### src/rtl/vending_machine_change_pkg.sv
// Shared state encoding, coin values and coin helpers for vending_machine_change.
package vending_pkg;

  typedef enum logic [1:0] {
    COLLECT,
    DISPENSE,
    CHANGE
  } state_t;

  localparam int NICKEL_V  = 1;
  localparam int DIME_V    = 2;
  localparam int QUARTER_V = 5;

  typedef struct packed {
    logic nickel;
    logic dime;
    logic quarter;
  } coin_t;

  // Value of a single presented coin; only meaningful when exactly one is high.
  function automatic logic [2:0] coin_value(coin_t c);
    if (c.nickel)       return 3'(NICKEL_V);
    else if (c.dime)    return 3'(DIME_V);
    else if (c.quarter) return 3'(QUARTER_V);
    else                return 3'd0;
  endfunction

  function automatic logic [1:0] coin_count(coin_t c);
    return 2'(c.nickel) + 2'(c.dime) + 2'(c.quarter);
  endfunction

endpackage

### src/rtl/vending_machine_change_if.sv
// Coin/dispense/change bus of vending_machine_change; stock signals exist only
// with VENDING_STOCK_EN. master = coin front end side, slave = controller.
interface vending_machine_change_if #(
  parameter int CREDIT_W = 4
`ifdef VENDING_STOCK_EN
  , parameter int STOCK_W = 4
`endif
);
  logic                io_nickel;
  logic                io_dime;
  logic                io_quarter;
  logic                io_cancel;
  logic                io_ready;
  logic                io_valid;
  logic                io_change;
  logic                io_coin_reject;
  logic [CREDIT_W-1:0] io_credit;
  logic                io_busy;
`ifdef VENDING_STOCK_EN
  logic                io_restock;
  logic [STOCK_W-1:0]  io_restock_count;
  logic                io_empty;
`endif

  modport master (
`ifdef VENDING_STOCK_EN
    output io_restock, io_restock_count,
    input  io_empty,
`endif
    output io_nickel, io_dime, io_quarter, io_cancel, io_ready,
    input  io_valid, io_change, io_coin_reject, io_credit, io_busy
  );

  modport slave (
`ifdef VENDING_STOCK_EN
    input  io_restock, io_restock_count,
    output io_empty,
`endif
    input  io_nickel, io_dime, io_quarter, io_cancel, io_ready,
    output io_valid, io_change, io_coin_reject, io_credit, io_busy
  );

endinterface

### src/rtl/vending_change_counter.sv
// Loadable down-counter driving the nickel change train; pulse while non-zero,
// done marks the cycle of the final pulse.
module vending_change_counter #(
  parameter int CREDIT_W = 4
) (
  input  logic                clk,
  input  logic                reset,
  input  logic                load,
  input  logic [CREDIT_W-1:0] load_val,
  output logic                pulse,
  output logic                done
);

  logic [CREDIT_W-1:0] count;

  always_ff @(posedge clk) begin
    if (reset)              count <= '0;
    else if (load)          count <= load_val;
    else if (count != '0)   count <= count - 1'b1;
  end

  assign pulse = (count != '0);
  assign done  = (count == CREDIT_W'(1));

endmodule

### src/rtl/vending_machine_change.sv
// Vending controller: coin credit, one-item valid/ready dispense, nickel change train.
// Optional stock counter enabled by defining VENDING_STOCK_EN.
module vending_machine_change
  import vending_pkg::*;
#(
  parameter int PRICE    = 4,
  parameter int CREDIT_W = 4,
  parameter int STOCK_W  = 4
) (
  input logic                     clk,
  input logic                     reset,
  vending_machine_change_if.slave bus
);

  if (PRICE < 1 || PRICE + 4 >= 2 ** CREDIT_W || STOCK_W < 1) begin : g_bad_cfg
    $error("vending_machine_change: PRICE/CREDIT_W/STOCK_W out of range");
  end

  localparam logic [CREDIT_W-1:0] PRICE_C = CREDIT_W'(PRICE);

  state_t              state;
  logic [CREDIT_W-1:0] credit;
  logic [CREDIT_W-1:0] new_credit;
  logic [CREDIT_W-1:0] load_val;
  coin_t               coin;
  logic                any_coin;
  logic                one_coin;
  logic                stock_ok;
  logic                accept;
  logic                refund;
  logic                handshake;
  logic                load_chg;
  logic                chg_pulse;
  logic                chg_done;

  assign coin      = {bus.io_nickel, bus.io_dime, bus.io_quarter};
  assign any_coin  = (coin != '0);
  assign one_coin  = (coin_count(coin) == 2'd1);
  assign accept    = (state == COLLECT) && one_coin && !bus.io_cancel && stock_ok;
  assign new_credit = credit + CREDIT_W'(coin_value(coin));
  assign refund    = (state == COLLECT) && bus.io_cancel && (credit != '0);
  assign handshake = (state == DISPENSE) && bus.io_ready;

  // Refund and overpayment share one change counter; they never coincide.
  assign load_chg  = refund || (handshake && (credit > PRICE_C));
  assign load_val  = refund ? credit : credit - PRICE_C;

`ifdef VENDING_STOCK_EN
  logic [STOCK_W-1:0] stock;

  always_ff @(posedge clk) begin
    if (reset)                          stock <= '0;
    else if (bus.io_restock)            stock <= bus.io_restock_count;
    else if (handshake && stock != '0)  stock <= stock - 1'b1;
  end

  assign stock_ok     = (stock != '0);
  assign bus.io_empty = !stock_ok;
`else
  assign stock_ok = 1'b1;
`endif

  always_ff @(posedge clk) begin
    if (reset) begin
      state  <= COLLECT;
      credit <= '0;
    end else begin
      unique case (state)
        COLLECT: begin
          if (refund) begin
            credit <= '0;
            state  <= CHANGE;
          end else if (accept) begin
            credit <= new_credit;
            if (new_credit >= PRICE_C) state <= DISPENSE;
          end
        end
        DISPENSE: begin
          if (bus.io_ready) begin
            credit <= '0;
            state  <= (credit > PRICE_C) ? CHANGE : COLLECT;
          end
        end
        CHANGE: begin
          if (chg_done) state <= COLLECT;
        end
        default: state <= COLLECT;
      endcase
    end
  end

  vending_change_counter #(.CREDIT_W(CREDIT_W)) u_change (
    .clk      (clk),
    .reset    (reset),
    .load     (load_chg),
    .load_val (load_val),
    .pulse    (chg_pulse),
    .done     (chg_done)
  );

  assign bus.io_valid       = (state == DISPENSE);
  assign bus.io_change      = (state == CHANGE) && chg_pulse;
  assign bus.io_busy        = (state != COLLECT);
  assign bus.io_credit      = credit;
  assign bus.io_coin_reject = any_coin && !accept;

endmodule

### src/flat_wrapper.sv
// flat-port wrapper written by rule: the top's interface ports become plain ports
module vending_machine_change_flat import vending_pkg::*;
#(
  parameter int PRICE    = 4,
  parameter int CREDIT_W = 4,
  parameter int STOCK_W  = 4
)
  (clk, reset, bus_io_nickel, bus_io_dime, bus_io_quarter, bus_io_cancel, bus_io_ready, bus_io_valid, bus_io_change, bus_io_coin_reject, bus_io_credit, bus_io_busy);
  vending_machine_change_if #(.CREDIT_W(CREDIT_W)) bus_i ();
  input logic clk;
  input logic reset;
  input wire logic [$bits(bus_i.io_nickel)-1:0] bus_io_nickel;
  input wire logic [$bits(bus_i.io_dime)-1:0] bus_io_dime;
  input wire logic [$bits(bus_i.io_quarter)-1:0] bus_io_quarter;
  input wire logic [$bits(bus_i.io_cancel)-1:0] bus_io_cancel;
  input wire logic [$bits(bus_i.io_ready)-1:0] bus_io_ready;
  output wire logic [$bits(bus_i.io_valid)-1:0] bus_io_valid;
  output wire logic [$bits(bus_i.io_change)-1:0] bus_io_change;
  output wire logic [$bits(bus_i.io_coin_reject)-1:0] bus_io_coin_reject;
  output wire logic [$bits(bus_i.io_credit)-1:0] bus_io_credit;
  output wire logic [$bits(bus_i.io_busy)-1:0] bus_io_busy;
  assign bus_i.io_nickel = bus_io_nickel;
  assign bus_i.io_dime = bus_io_dime;
  assign bus_i.io_quarter = bus_io_quarter;
  assign bus_i.io_cancel = bus_io_cancel;
  assign bus_i.io_ready = bus_io_ready;
  assign bus_io_valid = bus_i.io_valid;
  assign bus_io_change = bus_i.io_change;
  assign bus_io_coin_reject = bus_i.io_coin_reject;
  assign bus_io_credit = bus_i.io_credit;
  assign bus_io_busy = bus_i.io_busy;
  vending_machine_change #(.PRICE(PRICE), .CREDIT_W(CREDIT_W), .STOCK_W(STOCK_W)) u_core (.clk(clk), .reset(reset), .bus(bus_i));
endmodule
### config.mk
export PLATFORM = sky130hd
export DESIGN_NAME = vending_machine_change_flat
export DESIGN_NICKNAME = d
export VERILOG_FILES = /design/src/rtl/vending_machine_change_pkg.sv /design/src/rtl/vending_machine_change_if.sv /design/src/rtl/vending_change_counter.sv /design/src/rtl/vending_machine_change.sv /design/src/flat_wrapper.sv
export SDC_FILE = /design/constraint.sdc
export NUM_CORES = 1
export LEC_CHECK = 0
export BUFFER_PORTS_ARGS = -buffer_cell sky130_fd_sc_hd__buf_2
export CORE_MARGIN = 4
export CORE_UTILIZATION = 30
export CTS_BUF_LIST = sky130_fd_sc_hd__clkbuf_4 sky130_fd_sc_hd__clkbuf_8 sky130_fd_sc_hd__clkbuf_16
export DETAILED_ROUTE_END_ITERATION = 16
export GPL_TIMING_DRIVEN = 0
export PLACE_DENSITY = 0.49
export SLEW_MARGIN = 20
export SYNTH_ARGS = -nofsm -noshare
export SYNTH_HDL_FRONTEND = slang
export SYNTH_HIERARCHICAL = 1
export SYNTH_SLANG_ARGS = --single-unit
### constraint.sdc
create_clock -name clk -period 2.2 [get_ports clk]
set_input_delay 0.33 -clock clk [delete_from_list [all_inputs] [get_ports clk]]
set_output_delay 0.33 -clock clk [all_outputs]
set_load 0.02 [all_outputs]
==> results of run 1 <==
[power by group through the flow]
stage | Clock, W | Sequential (W) | Combinational (W)
floorplan | 0 | 0.000257 | 0.000325
global placement | 0 | 0.000267 | 0.000402
detailed placement | 0 | 0.000266 | 0.000403
CTS | 0.000175 | 0.000264 | 0.000409
global route | 0.000184 | 0.000270 | 0.000453
finish | 0.000164 | 0.000262 | 0.000403
[critical path: stages, from the launching register on]
cell     delay, ns
dfxtp_1       0.33
inv_1         0.11
ha_1          0.15
nor3b_2       0.34
inv_1         0.09
and3_2        0.21
buf_2         0.15
[flip-flops by register name, summed over array words and instances (netlist names)]
name,flops
u_core/u_change/count,4
u_core/bus.io_credit,4
u_core/state,2
[stage by stage]
step | setup WS, ns | total power, W | instances
global placement | 0.03369 | 0.0006689 | 144
CTS | 0.2086 | 0.0008477 | 148
detailed placement | 0.02149 | 0.0006686 | 144
floorplan | 0.2698 | 0.0005823 | 99
global route | 0.1197 | 0.0009072 | 148
finish | 0.2385 | 0.0008294 | 148
[final timing paths]
check / to / slack, ns / depth (start not counted)
hold / removal: u_core/u_change/count[3] / 0.35 / 2
hold reg to reg: u_core/bus.io_credit[0] / 0.53 / 2
setup / recovery: bus_io_change / 0.24 / 6
setup reg to reg: u_core/state[0] / 0.29 / 6
[cells by family after synthesis]
kind of cell | Yosys count | share of synthesized area
xor+xnor | 4 | 0.04030
fa+ha+maj | 10 | 0.1612
simple gates | 36 | 0.2417
compound gates | 21 | 0.1957
mux | 5 | 0.06618
flops | 10 | 0.2302
buf+inv | 13 | 0.06474
[placed cells by master, fill, tap and decap left out, types with 3 or more instances in the layout]
cell and count:
inv_1 11, nand2_1 11, a21oi_1 4, xnor2_1 3, buf_2 14, ha_1 8
dfxtp_1 10, nor2_1 8, clkbuf_4 3
[final cells by class]
class	count	share of cell area
Buffer	2	0.01472
Clock buffer	4	0.03558
Inverter	11	0.04049
Multi-Input combinational cell	76	0.6061
Sequential cell	10	0.1963
Tap cell	31	0.03804
Timing Repair Buffer	14	0.06871
[routing by layer]
metal  vias up  share of wire
met5         -              0
met4         0              0
met3         0          0.043
met2         7           0.42
met1       333           0.54
li1        388              -
==> results.md, run 1 <==
- Run status: finished, final reports clean
- Setup TNS: 0 ns
- Rows: 19
- TritonCTS Sinks: 10
- H-tree Lvls: 1
- Leakage power: 0.4764 nW
- Leading area contributor after synthesis: dfxtp_1
- Crit path time final: 1.961 ns
- Max Cap Viol: 0
- First-pass GRT wire length: 2877 µm
- I/O Buffers: 14
- Crit. Startpoint: u_core/u_change/count[0]
- Wire length per cell: 11.75 µm
- Reg area: 200.2 µm²
- Worst R2R Start: u_core/bus.io_credit[0]
- Worst hold start: reset
- Slew @ Worst Pin: 0.4945 ns
- Vias in the first global route: 635
- Worst slew margin: 0.6618
- Fmax: 509.8 MHz
- Drt drc: 0
- Synth Net Count: 116
- CTS max path bufs: 2
- Avg Inst Size Synth: 8.784 µm²
- DR iter-0 viols: 13
- Critical setup path kind: flop to output port
- Post-synth EDFFs: 0
- Final Hold Fails: 0
- Synth area leaders: dfxtp_1 (23%), ha_1 (12%), inv_1 (4.7%)
- Drt first pass iters: 4
- Vias/cell: 4.919
- Combinational power share: 0.486
- GR peak layer: met1
- Syn Std Cell Area: 869.6 µm²
- Met3 Use GR: 0.03926
- Detailed Place HPWL: 1437 µm
- Filler Cells Inserted: 297
- Core Box Area: 2758 µm²
- Share of the synthesized area in the top cell type: 0.2302
- Detailed Route WL: 1739 µm
- Largest net degree at the start of global routing: 11
- Met1 usage: 0.1478
- Peak VDD IR: 0.4201 mV
- Number of synthesized register bits: 10
- Initial core utilization: 0.3153
- Top post-synthesis cells by count: inv_1 (11), nand2_1 (11), dfxtp_1 (10)
- GR Util All Layers: 0.1009
- Synth warn: 6
- CTS tree: done
- Min-Delay Path Class: input port to flop
- Clock Latency Late Sink: 0.26 ns
- Multi-input logic area: 618.1 µm²
- Placer Congestion: 0.7266
- Distinct cells, synth: 40
- Inserted Clock Buffers: 3
- Crit. End Element: output port
- Type of origin of the critical path: flop
- Hold Worst Slack: 0.3531 ns
- Clock transition at path regs: 0.07 ns
- Routing usage on met2: 0.1450
- CTS Root Cell: clkbuf_4
- Routed Antenna Nets: 0
- Power per cell area: 813.3 nW/µm²
- Worst endpoint required time: 1.87 ns
- P&R area growth vs syn: 17.27%
- Post-route cell area: 1020 µm²
- Final Skew: 0.008936 ns
- Clock share of power: 0.198
- Sequential share of the synthesized area: 0.2302
- Die ar.: 3824 µm²
- Synth Instances: 99
- Share of layout cells above drive strength 1: 0.2991
- Fin. max-slew vios: 0
- Switching share of power: 0.3731
- Final number of setup-violating endpoints: 0
- Nets: 135
- Die height: 61.84 µm
- Pint: 0.0005200 W
- Worst EP arrival: 1.63 ns
- Placed instance area: 978.4 µm²
- Synth Flop Type: dfxtp_1
- Net Switching: 0.0003094 W
- DIE WIDTH: 61.84 µm
- Setup Buffers After CTS: 0
- Final worst-path cycle share: 0.8916
- RSZ-0062 raised after global routing: no
- Seq pwr share: 0.316
- I/O pins: 15
- CP Max Fanout: 5
- Post-CTS Hold Buffers: 0
- Ys async rst share: 0
- Fin util: 0.3698
- Initial antenna violation count: 0
- GRT overflow: 0
- CTS resizes: 1
- ANT cells: 0
- Via Count: 728
Note: power is estimated with default switching activity, not from simulation.
==> run 2: changes to the inputs <==
--- a/config.mk
+++ b/config.mk
@@ -12,6 +12,7 @@
 export DETAILED_ROUTE_END_ITERATION = 16
 export GPL_TIMING_DRIVEN = 0
 export PLACE_DENSITY = 0.49
+export SETUP_SLACK_MARGIN = 0.15
 export SLEW_MARGIN = 20
 export SYNTH_ARGS = -nofsm -noshare
 export SYNTH_HDL_FRONTEND = slang
==> constraint.sdc (replaced) <==
create_clock -name clk -period 2 [get_ports clk]
set_input_delay 0.3 -clock clk [delete_from_list [all_inputs] [get_ports clk]]
set_output_delay 0.3 -clock clk [all_outputs]
set_load 0.02 [all_outputs]
==> results.md, run 2 (synthesized netlist as in run 1, its figures left out) <==
- Die ar.: 3824 µm²
- Switching share of power: 0.3742
- Placer Congestion: 0.7250
- Pint: 0.0006075 W
- GR Util All Layers: 0.1087
- Via Count: 721
- Fmax: 563.8 MHz
- Worst R2R Start: u_core/bus.io_credit[0]
- Inserted Clock Buffers: 3
- Crit path time final: 1.774 ns
- Seq pwr share: 0.304
- Worst R2R Path Depth: 6
- CP Max Fanout: 5
- TritonCTS Sinks: 10
- Share of layout cells above drive strength 1: 0.3475
- Placed instance area: 980.9 µm²
- Worst EP arrival: 1.94 ns
- Critical setup path kind: flop to flop
- Worst hold start: reset
- Net Switching: 0.0003632 W
- Final number of setup-violating endpoints: 0
- Hold Path End: u_core/bus.io_credit[3]
- Post-route cell area: 1049 µm²
- P&R area growth vs syn: 20.58%
- Wire length per cell: 11.90 µm
- Filler Cells Inserted: 299
- Initial antenna violation count: 0
- Final Hold Fails: 0
- Detailed Route WL: 1773 µm
- CTS Root Cell: clkbuf_4
- Clock transition at path regs: 0.08 ns
- Power per cell area: 925.7 nW/µm²
- Final Skew: 0.01014 ns
- Worst hold path stage count: 2
- H-tree Lvls: 1
- Initial core utilization: 0.3153
- Clock share of power: 0.188
- Clock Latency Late Sink: 0.26 ns
- DIE WIDTH: 61.84 µm
- Total power: 0.0009707 W
- CTS max path bufs: 2
- GRT overflow: 0
- Met1 usage: 0.1594
- I/O pins: 15
- Met3 Use GR: 0.01860
- Run status: finished, final reports clean
- Worst slew margin: 0.7506
- Vias in the first global route: 698
- Nets: 136
- DR iter-0 viols: 22
- Post-Layout Cell Count: 149
- RSZ-0062 raised after global routing: yes
- ANT cells: 0
- Reg-to-Reg End: u_core/state[0]
- Worst path slowest cell: fa_2
- Routing usage on met2: 0.1599
- Vias/cell: 4.839
- Slew @ Worst Pin: 0.3731 ns
- Drt first pass iters: 3
- Routed Antenna Nets: 0
- Setup TNS: 0 ns
- FF-to-FF setup slack: 0.23 ns
- Critical path, cell by cell: ha_2 > fa_2 > or2_2 > o32ai_1 > a2111oi_1 > a21o_1
- I/O Buffers: 14
- Multi-input logic area: 638.1 µm²
- First-pass GRT wire length: 3132 µm
- GR peak layer: met2
- Largest net degree at the start of global routing: 11
- Type of origin of the critical path: flop
- Combinational power share: 0.508
- Peak VDD IR: 0.3513 mV
- Detailed Place HPWL: 1487 µm
- Reg area: 201.4 µm²
- Final worst-path cycle share: 0.8868
- Leakage power: 0.4795 nW
- Min-Delay Path Class: input port to flop
- CTS tree: done
- Crit. End Element: flop
- Most common cell after layout, fill and taps aside: buf_2
- Fin. max-slew vios: 0
- Die height: 61.84 µm
- CP max stage delay: 0.38 ns
- Worst endpoint required time: 2.17 ns
- Drt drc: 0
- Max Cap Viol: 0
- Rows: 19
- Most frequent cells in the layout: buf_2 (14), nand2_1 (11), inv_1 (9), dfxtp_1 (9), nor2_1 (8)
- Core Box Area: 2758 µm²
- Dpl cells: 144
-- run 2: per-stage QoR --
step                      setup slack [ns]  utilization  hold WS, ns
after floorplan                     0.1592            -       0.3624
after global placement            -0.06954       0.3557       0.5269
after detailed placement          -0.05847       0.3557       0.5272
after CTS                           0.1661       0.3757       0.3178
after global routing                0.1405       0.3802       0.3225
final                               0.2263       0.3802       0.3238
-- run 2: cell type report --
class | count | area share
timing repair buffer | 15 | 0.07399
sequential | 10 | 0.1921
tap | 31 | 0.03699
clock buffer | 4 | 0.03461
buffer | 2 | 0.01432
multi-input combinational | 76 | 0.6086
inverter | 11 | 0.03938
-- run 2: how the worst max path moves through the flow --
| stage | cells after the start | start | to | slack [ns] |
|---|---|---|---|---|
| 4_1_cts | 6 | u_core/bus.io_credit[0] | u_core/state[0] | 0.17 |
| 6_report | 6 | u_core/bus.io_credit[0] | u_core/state[0] | 0.23 |
| 2_1_floorplan | 9 | bus_io_dime | u_core/state[0] | 0.16 |
| 3_5_place_dp | 9 | bus_io_nickel | u_core/state[0] | -0.06 |
| 5_1_grt | 6 | u_core/bus.io_credit[0] | u_core/state[0] | 0.14 |
| 3_3_place_gp | 9 | bus_io_nickel | u_core/state[0] | -0.07 |
-- run 2: timing repair --
item,CTS,global route
gates resized for setup,2,6
hold buffers,0,0
setup endpoints to repair,1,5
setup buffers,1,0
-- run 2: routing by layer --
layer	up-vias	share of wire
li1	388	-
met1	326	0.52
met2	7	0.45
met3	0	0.037
met4	0	0
met5	-	0
-- run 2: worst max-delay path, delay by kind of cell, from the launching register on --
family          cells  cell delay [ns]
fa+ha+maj           2             0.61
compound gates      3             0.39
flops               1             0.36
simple gates        1             0.31
-- run 2: power groups by stage --
| stage | combinational (W) | clock, W | sequential [W] |
|---|---|---|---|
| 6_report | 0.000493 | 0.000182 | 0.000295 |
| 3_3_place_gp | 0.000443 | 0 | 0.000293 |
| 2_1_floorplan | 0.000358 | 0 | 0.000283 |
| 3_5_place_dp | 0.000455 | 0 | 0.000293 |
| 5_1_grt | 0.000555 | 0.000204 | 0.000304 |
| 4_1_cts | 0.000498 | 0.000190 | 0.000294 |
==> run 3: changes to the inputs <==
--- a/config.mk
+++ b/config.mk
@@ -5,13 +5,14 @@
 export SDC_FILE = /design/constraint.sdc
 export NUM_CORES = 1
 export LEC_CHECK = 0
+export ABC_AREA = 0
 export BUFFER_PORTS_ARGS = -buffer_cell sky130_fd_sc_hd__buf_2
 export CORE_MARGIN = 4
 export CORE_UTILIZATION = 30
 export CTS_BUF_LIST = sky130_fd_sc_hd__clkbuf_4 sky130_fd_sc_hd__clkbuf_8 sky130_fd_sc_hd__clkbuf_16
 export DETAILED_ROUTE_END_ITERATION = 16
 export GPL_TIMING_DRIVEN = 0
-export PLACE_DENSITY = 0.49
+export PLACE_DENSITY = 0.51
 export SETUP_SLACK_MARGIN = 0.15
 export SLEW_MARGIN = 20
 export SYNTH_ARGS = -nofsm -noshare
==> constraint.sdc (replaced) <==
create_clock -name clk -period 1.5 [get_ports clk]
set_input_delay 0.225 -clock clk [delete_from_list [all_inputs] [get_ports clk]]
set_output_delay 0.225 -clock clk [all_outputs]
set_load 0.02 [all_outputs]
==> results.md, run 3 (synthesized netlist as in run 1, its figures left out) <==
- Placed instance area: 1003 µm²
- Slew @ Worst Pin: 0.2833 ns
- Fin. max-slew vios: 0
- Met1 usage: 0.1623
- TritonCTS Sinks: 10
- Type of origin of the critical path: flop
- Peak VDD IR: 0.7953 mV
- Largest net degree at the start of global routing: 11
- DR iter-0 viols: 12
- Crit path time final: 1.596 ns
- ANT cells: 0
- Setup TNS: -0.2479 ns
- Clock transition at path regs: 0.07 ns
- Vias in the first global route: 851
- Worst slew margin: 0.8100
- Switching share of power: 0.3623
- Rows: 19
- Post-route cell area: 1399 µm²
- Die ar.: 3824 µm²
- Most frequent cells in the layout: buf_4 (16), buf_6 (10), buf_2 (9), nand2_1 (9)
- Routed Antenna Nets: 0
- P&R area growth vs syn: 60.86%
- Hold Worst Slack: 0.2658 ns
- Initial antenna violation count: 0
- Routing usage on met2: 0.2317
- Via Count: 830
- Setup WS pre-CTS: -0.4442 ns
- Seq pwr share: 0.259
- Nets: 155
- CTS Root Cell: clkbuf_4
- Post-Layout Cell Count: 168
- CP Max Fanout: 3
- Final setup margin: -0.09643 ns
- Fmax: 626.4 MHz
- CTS max path bufs: 2
- GRT overflow: 0
- First-pass GRT wire length: 3788 µm
- Drt drc: 0
- Core Box Area: 2758 µm²
- Critical setup path kind: flop to flop
- Max Cap Viol: 0
- Clock share of power: 0.137
- CP max stage delay: 0.38 ns
- Met3 Use GR: 0.04752
- Final Skew: 0.0007543 ns
- Worst endpoint required time: 1.65 ns
- DIE WIDTH: 61.84 µm
- Net Switching: 0.0005697 W
- Run status: finished with violations
- Min-Delay Path Class: input port to flop
- Detailed Place HPWL: 1521 µm
- Clock Latency Late Sink: 0.26 ns
- Leakage power: 0.6076 nW
- CTS tree: done
- GR peak layer: met2
- Violated checks: negative setup slack
- I/O Buffers: 14
- Critical path, cell by cell: ha_4 > fa_2 > xor2_1 > and3_1 > mux2_4
- Combinational power share: 0.604
- Final worst-path cycle share: 1.064
- Detailed Route WL: 2282 µm
- Post-CTS Hold Buffers: 0
- Die height: 61.84 µm
- Drt first pass iters: 4
- Final Hold Fails: 0
- I/O pins: 15
- Power per cell area: 1124 nW/µm²
- RSZ-0062 raised after global routing: yes
- Placer Congestion: 0.7529
- Most common cell after layout, fill and taps aside: buf_4
- Dpl cells: 144
- H-tree Lvls: 1
- Worst path slowest cell: fa_2
- Wire length per cell: 13.58 µm
- Pint: 0.001003 W
- Initial core utilization: 0.3153
- Crit. End Element: flop
- Inserted Clock Buffers: 3
- Final number of setup-violating endpoints: 4
- Vias/cell: 4.940
- Worst EP arrival: 1.75 ns
- Share of layout cells above drive strength 1: 0.6350
- GR Util All Layers: 0.1339
## run 3: final cells by class
class                           count  area (µm²)
Inverter                           11       61.31
Tap cell                           31       38.79
Sequential cell                    10       222.7
Multi-Input combinational cell     76       753.2
Fill cell                         267        1359
Clock buffer                        4       30.03
Buffer                              2       15.01
Timing Repair Buffer               34       277.8
## run 3: path summary, 6_finish.rpt
kind | startpoint | to | slack [ns] | depth (start not counted)
worst min register to register | u_core/bus.io_credit[1] | u_core/bus.io_credit[1] | 0.53 | 2
worst min-delay path | reset | u_core/u_change/count[3] | 0.27 | 2
worst max-delay path | u_core/bus.io_credit[0] | u_core/bus.io_credit[2] | -0.1 | 5
worst max register to register | u_core/bus.io_credit[0] | u_core/bus.io_credit[2] | -0.1 | 5
## run 3: through the flow
step | util | total power [W]
2_1_floorplan | - | 0.0008697
3_3_place_gp | 0.3639 | 0.0009934
3_5_place_dp | 0.3639 | 0.001001
4_1_cts | 0.4719 | 0.001464
5_1_grt | 0.5073 | 0.001705
6_report | 0.5073 | 0.001573
## run 3: critical path: cells and delay by family (launching register included)
kind / cells / cell delay (ns)
AND/OR/NAND/NOR: 1 / 0.19
adder cells (fa/ha/maj): 2 / 0.54
flip-flops: 1 / 0.36
XOR/XNOR: 1 / 0.15
multiplexers: 1 / 0.25
## run 3: power groups by stage
stage,Clock (W),Combinational (W),Sequential [W]
floorplan,0,0.000490,0.000380
global placement,0,0.000602,0.000392
detailed placement,0,0.000607,0.000394
CTS,0.000224,0.000843,0.000397
global route,0.000247,0.00104,0.000417
finish,0.000216,0.000950,0.000407
## run 3: repair_timing
action / 4_1_cts / 5_1_grt
endpoints found under the setup margin: 13 / 12
pin swaps: 15 / 8
gates resized for setup: 44 / 15
endpoints found under the hold margin: 0 / 0
buffers inserted: 16 / 4
## run 3: routing by layer
layer	vias to the layer above	routed length [µm]
li1	428	-
met1	390	901
met2	12	1301
met3	0	80
met4	0	0
met5	-	0
